[src/rtl/neuron_pkg.sv]
// Shared arithmetic helpers for the fully-connected layer blocks:
// width math, saturation, round-shift and the accumulator width check.
package neuron_pkg;

    function automatic int clog2(input int value);
        int result;
        int rem;
        result = 0;
        rem = value - 1;
        while (rem > 0) begin
            result = result + 1;
            rem = rem >> 1;
        end
        return result;
    endfunction

    // The accumulator must hold a full beat sum without wrapping.
    function automatic bit acc_width_ok(input int dw, input int lanes, input int accw);
        return accw >= 2 * dw + clog2(lanes);
    endfunction

    function automatic logic signed [63:0] saturate(input logic signed [63:0] value,
                                                    input int width);
        logic signed [63:0] max_v;
        logic signed [63:0] min_v;
        max_v = (64'sd1 <<< (width - 1)) - 64'sd1;
        min_v = -(64'sd1 <<< (width - 1));
        if (value > max_v)
            return max_v;
        else if (value < min_v)
            return min_v;
        else
            return value;
    endfunction

    // Round half up, then floor via arithmetic shift.
    function automatic logic signed [63:0] round_shift(input logic signed [63:0] value,
                                                       input int shift);
        if (shift > 0)
            return (value + (64'sd1 <<< (shift - 1))) >>> shift;
        else
            return value;
    endfunction

endpackage

[src/rtl/mac_adder_tree.sv]
// Combinational signed reduction of the lane products, pairwise per level
// so the depth grows with clog2(LANES) rather than LANES.
module mac_adder_tree
    import neuron_pkg::*;
#(
    parameter int LANES = 20,
    parameter int IW    = 16
) (
    input  logic [LANES*IW-1:0]             products,
    output logic [IW+clog2(LANES)-1:0]      sum
);

    localparam int LEVELS = clog2(LANES);
    localparam int OW     = IW + LEVELS;
    localparam int PAD    = 1 << LEVELS;

    logic signed [OW-1:0] vals [PAD];

    // In-place reduction: each level reads indices >= the one it writes.
    always_comb begin
        for (int j = 0; j < PAD; j++) begin
            vals[j] = '0;
        end
        for (int j = 0; j < LANES; j++) begin
            vals[j] = OW'($signed(products[j*IW +: IW]));
        end
        for (int lv = 1; lv <= LEVELS; lv++) begin
            for (int j = 0; j < (PAD >> lv); j++) begin
                vals[j] = vals[2*j] + vals[2*j+1];
            end
        end
        sum = vals[0];
    end

endmodule

[src/rtl/neuron_mac_array.sv]
// Three-stage multi-lane neuron accumulator: multiply, adder-tree reduce,
// then accumulate/requantise with a valid/ready result port.
module neuron_mac_array
    import neuron_pkg::*;
#(
    parameter int LANES = 20,
    parameter int DW    = 8,
    parameter int ACCW  = 24,
    parameter int SHIFT = 4,
    parameter int OUTW  = 8
) (
    input  logic                  clk,
    input  logic                  rst,
    input  logic                  in_valid,
    output logic                  in_ready,
    input  logic                  in_first,
    input  logic                  in_last,
    input  logic                  in_bias,
    input  logic                  relu_en,
    input  logic [LANES*DW-1:0]   in_data,
    input  logic [LANES*DW-1:0]   in_weight,
    output logic                  out_valid,
    input  logic                  out_ready,
    output logic [OUTW-1:0]       out_data,
    output logic                  out_ovf
);

    localparam int PW = 2 * DW;
    localparam int SW = PW + clog2(LANES);

    generate
        if (!acc_width_ok(DW, LANES, ACCW)) begin : g_bad_accw
            $error("neuron_mac_array: ACCW too narrow for DW and LANES");
        end
    endgenerate

    logic                    adv;
    logic signed [DW-1:0]    lane_d;
    logic signed [DW-1:0]    lane_w;
    logic [LANES*PW-1:0]     prod_next;

    logic                    s1_valid, s1_first, s1_last, s1_relu;
    logic [LANES*PW-1:0]     s1_prod;
    logic [SW-1:0]           tree_sum;

    logic                    s2_valid, s2_first, s2_last, s2_relu;
    logic signed [SW-1:0]    s2_sum;

    logic signed [ACCW-1:0]  acc;
    logic                    ovf;
    logic signed [ACCW-1:0]  sum_ext;
    logic signed [ACCW-1:0]  acc_base;
    logic signed [63:0]      acc_wide;
    logic signed [63:0]      acc_sat;
    logic signed [ACCW-1:0]  acc_next;
    logic                    ovf_next;
    logic signed [OUTW-1:0]  quant;
    logic [OUTW-1:0]         result;

    // A pending result that nobody takes freezes the whole pipeline.
    assign adv      = !(out_valid && !out_ready);
    assign in_ready = adv;

    // Bias beats keep only the lane 0 product.
    always_comb begin
        prod_next = '0;
        lane_d    = '0;
        lane_w    = '0;
        for (int i = 0; i < LANES; i++) begin
            lane_d = in_data[i*DW +: DW];
            lane_w = in_weight[i*DW +: DW];
            if (!(in_bias && i != 0))
                prod_next[i*PW +: PW] = PW'(lane_d) * PW'(lane_w);
        end
    end

    always_ff @(posedge clk or posedge rst) begin
        if (rst) begin
            s1_valid <= 1'b0;
            s1_first <= 1'b0;
            s1_last  <= 1'b0;
            s1_relu  <= 1'b0;
            s1_prod  <= '0;
        end else if (adv) begin
            s1_valid <= in_valid;
            s1_first <= in_first;
            s1_last  <= in_last;
            s1_relu  <= relu_en;
            s1_prod  <= prod_next;
        end
    end

    mac_adder_tree #(
        .LANES (LANES),
        .IW    (PW)
    ) u_tree (
        .products (s1_prod),
        .sum      (tree_sum)
    );

    always_ff @(posedge clk or posedge rst) begin
        if (rst) begin
            s2_valid <= 1'b0;
            s2_first <= 1'b0;
            s2_last  <= 1'b0;
            s2_relu  <= 1'b0;
            s2_sum   <= '0;
        end else if (adv) begin
            s2_valid <= s1_valid;
            s2_first <= s1_first;
            s2_last  <= s1_last;
            s2_relu  <= s1_relu;
            s2_sum   <= tree_sum;
        end
    end

    // Saturating accumulate and output requantisation.
    always_comb begin
        sum_ext  = ACCW'(s2_sum);
        acc_base = s2_first ? '0 : acc;
        acc_wide = 64'(acc_base) + 64'(sum_ext);
        acc_sat  = saturate(acc_wide, ACCW);
        acc_next = acc_sat[ACCW-1:0];
        ovf_next = (!s2_first && ovf) || (acc_sat != acc_wide);
        quant    = OUTW'(saturate(round_shift(64'(acc_next), SHIFT), OUTW));
        result   = (s2_relu && quant[OUTW-1]) ? '0 : quant;
    end

    // With adv high, a standing out_valid implies out_ready, so it is consumed here.
    always_ff @(posedge clk or posedge rst) begin
        if (rst) begin
            acc       <= '0;
            ovf       <= 1'b0;
            out_valid <= 1'b0;
            out_data  <= '0;
            out_ovf   <= 1'b0;
        end else if (adv) begin
            if (s2_valid) begin
                acc <= acc_next;
                ovf <= ovf_next;
            end
            if (s2_valid && s2_last) begin
                out_valid <= 1'b1;
                out_data  <= result;
                out_ovf   <= ovf_next;
            end else if (out_valid) begin
                out_valid <= 1'b0;
            end
        end
    end

endmodule

[config.mk]
export PLATFORM = sky130hd
export DESIGN_NAME = neuron_mac_array
export DESIGN_NICKNAME = d
export VERILOG_FILES = /design/src/rtl/neuron_pkg.sv /design/src/rtl/mac_adder_tree.sv /design/src/rtl/neuron_mac_array.sv
export SDC_FILE = /design/constraint.sdc
export NUM_CORES = 2
export LEC_CHECK = 0
export CAP_MARGIN = 20
export CELL_PAD_IN_SITES_DETAIL_PLACEMENT = 2
export CELL_PAD_IN_SITES_GLOBAL_PLACEMENT = 2
export CORE_MARGIN = 5
export CORE_UTILIZATION = 41
export CTS_CLUSTER_SIZE = 12
export DETAILED_ROUTE_END_ITERATION = 8
export GPL_TIMING_DRIVEN = 0
export HOLD_SLACK_MARGIN = 0.03
export PLACE_DENSITY_LB_ADDON = 0.1
export REMOVE_ABC_BUFFERS = 1
export SYNTH_ARGS = -nofsm -noshare
export SYNTH_HDL_FRONTEND = slang
export SYNTH_SLANG_ARGS = --single-unit
export TNS_END_PERCENT = 30
[constraint.sdc]
create_clock -name clk -period 16.6 [get_ports clk]
set_input_delay 2.49 -clock clk [delete_from_list [all_inputs] [get_ports clk]]
set_output_delay 2.49 -clock clk [all_outputs]
set_load 0.02 [all_outputs]
==> results.yml <==
status:
  status: "finished clean"
floorplanning:
  die_x_um: 435
  core-area_um2: 180000
  die_area_um2: 189000
  rows: 156
  initial_core_util_pct: 41.1
  die_height_um: 435
  boundaryPins: 339
clocking:
  cts_tree: "done"
  cts_setup_buffers: 0
  cts_made_buffers: 55
  cts_root_buffer: "clkbuf_16"
  post_cts_resize_count: 0
  clock_sinks: 384
  clkSlewWorstSetupHoldPaths_ns: 0.06
  htree_levels: 2
  cts.path.max_buffers: 3
  clkLatencyLatePin_ns: 0.65
  cts_hold_buf: 0
worst_setup_path:
  critPathMaxFanout: 7
  end_kind: "flop"
  slowest_stage: "a31oi_1"
  critPathKind: "reg -> reg"
  cp.required_ns: 17.16
  worstSetupStartpoint: "s1_prod[288]"
  path_buf_inv: 5
  crit_arrival_ns: 9.64
  critPathLaunchType: "flop"
  crit_family: "compound AO/OA/AOI/OAI gates"
  slowest_delay_ns: 0.72
  reg2reg_from: "s1_prod[288]"
global_route:
  grt_max_degree: 109
  antenna_found_initial: 17
  grtUsageTotal_pct: 24.1
  grt_pass1_wl_mm: 367
  grt-ovfl-total: 0
  grt_pass1_vias: 65931
detailed_routing:
  vias: 55360
  routed_wl_mm: 224
  drt-pass1-iter-count: 5
  drcViolationCount: 0
  first_iter_violations: 2045
  ant_nets: 0
  detail_route.wl_per_cell_um: 21.1
  vias_per_cell: 5.21
sta:
  slew_violations: 0
  worst_pin_slew_ns: 1.35
  rsz0062_at_grt: "false"
  finClkSkew_ns: 0.0338
  fmax_mhz: 110
  holdWs_ns: 0.466
  finalCritPeriodShare_pct: 54.7
  postLayoutSetupSlackWorst_ns: 7.53
  slew-limit-headroom_pct: 10.2
  setup_viol: 0
  hold_viol: 0
  tns_ns: 0
  period_minus_slack_ns: 9.07
layout:
  syn_to_final_growth_pct: 11.1
  instances_no_fill: 10619
  nNetsFinal: 10565
  n_fill_cell: 19399
  drive_above_1_share_pct: 1.80
min_path:
  hp-class: "reg -> reg"
  min_from: "acc[11]"
synthesis:
  ys_seq_elements: 384
  ys_seq_area_share_pct: 13.0
  netlist.area_leader.share_pct: 33.8
  synth_edf_count: 0
  synth_cell_types: 79
  synth_top_area_cell: "fa_1"
  synth_area_per_cell_um2: 9.36
  synth.area.top_cells: "fa_1 (34%), ha_1 (13%), dfrtp_1 (13%)"
  synth_ff_type: "dfrtp_1"
  yosys_warnings: 0
  async_flop_share_pct: 100
  synth_cells: 7917
  syn_area_um2: 74100
place:
  gp_congestion: 0.834
  place.port_buffers: 338
  dp.cells: 10509
  dp_hpwl_mm: 192
  pre_cts_slack_ns: 7.69
run:
  maxCapViolCount: 0
## final timing paths
path,end,slack (ns),cells past startpoint
worst max-delay path,s2_sum[20],7.53,34
worst min-delay path,acc[11],0.47,2
worst max register to register,s2_sum[20],7.53,34
worst min register to register,acc[11],0.47,2
max in group asynchronous,s1_prod[125],12.75,4
min in group asynchronous,s1_prod[10],2.33,2
## per-stage QoR
stage	area, µm²	utilization, %
2_1_floorplan	73500	-
3_3_place_gp	79900	44.3
3_5_place_dp	80400	44.7
4_1_cts	82300	45.7
5_1_grt	82300	45.7
6_report	82300	45.7
## layout by cell type, fill, tap and decap left out, types with 34 or more instances in the layout
master              n
fa_1             1251
nand3b_1           77
a21oi_1           342
nand2b_1          156
dfrtp_1           384
xnor2_1           417
nand2_1           751
inv_1            1710
o31ai_1            66
o21bai_1          195
a22o_1            172
and2_1            730
a21o_1             68
clkbuf_16          57
clkdlybuf4s50_1   337
nand3_1            45
nor2_1            132
xor2_1             79
nor2b_1            47
ha_1              789
o21ai_0           107
nor3_1             34
## synth_stat cells (45+ instances only)
library cell  instances
a21o_1               68
a21oi_1             342
a22o_1              172
and2_1              730
clkbuf_1            126
dfrtp_1             384
fa_1               1251
ha_1                789
inv_1              1712
nand2_1             752
nand2b_1            156
nand3_1              45
nand3b_1             77
nor2_1              133
nor2b_1              48
o21ai_0             107
o21bai_1            195
o31ai_1              66
xnor2_1             417
xor2_1               79
## worst reg2reg max path: cells and delay by family, from the launching register on
kind	cells	cell delay, ns
AOI/OAI and AO/OA	16	3.76
xor gates and xnor gates	1	0.30
adders and majority gates	8	3.37
buffers and inverters	5	0.27
DFF	1	0.40
and+or+nand+nor	4	0.89
## routing by layer
| metal | part of all wire, % | vias up | global-route usage [%] |
|---|---|---|---|
| met3 | 2.1 | 193 | 1.58 |
| li1 | - | 25199 | - |
| met1 | 44 | 29413 | 31.3 |
| met5 | 0.0058 | - | 0 |
| met2 | 52 | 553 | 44.4 |
| met4 | 1.9 | 2 | 4.58 |
## layout make-up
type	instances	area (µm²)	area share (%)
Sequential cell	384	9610	11.7
Clock buffer	81	1660	2.01
Clock inverter	17	173	0.210
Multi-Input combinational cell	5680	57500	69.9
Tap cell	2370	2970	3.60
Timing Repair Buffer	364	3910	4.75
Antenna cell	11	27.5	0.0334
Inverter	1712	6440	7.82
## flip-flops by register name, summed over array words and instances, names as in the netlist
register / cells
s2_last: 1
out_ovf: 1
s2_sum: 21
s1_relu: 1
s1_first: 1
s2_valid: 1
s1_prod: 320
s1_valid: 1
s2_first: 1
s1_last: 1
acc: 24
s2_relu: 1
out_valid: 1
out_data: 8
ovf: 1
## cell families (layout without fill, tap and decap cells)
logic type / count (synthesis) / in the layout / share of synthesized area, %
buffers and inverters: 1853 / 2174 / 9.40
adder cells (fa/ha/maj): 2048 / 2048 / 47.2
AO/OA/AOI/OAI: 1093 / 1093 / 10.1
multiplexers: 3 / 3 / 0.0490
flip-flops: 384 / 384 / 13.0
other: 0 / 11 / 0
XOR/XNOR: 500 / 500 / 5.96
AND/OR/NAND/NOR: 2036 / 2036 / 14.3
Power is not shown: default switching activity piles up to over one toggle a cycle in this logic, so the estimate is an artifact.
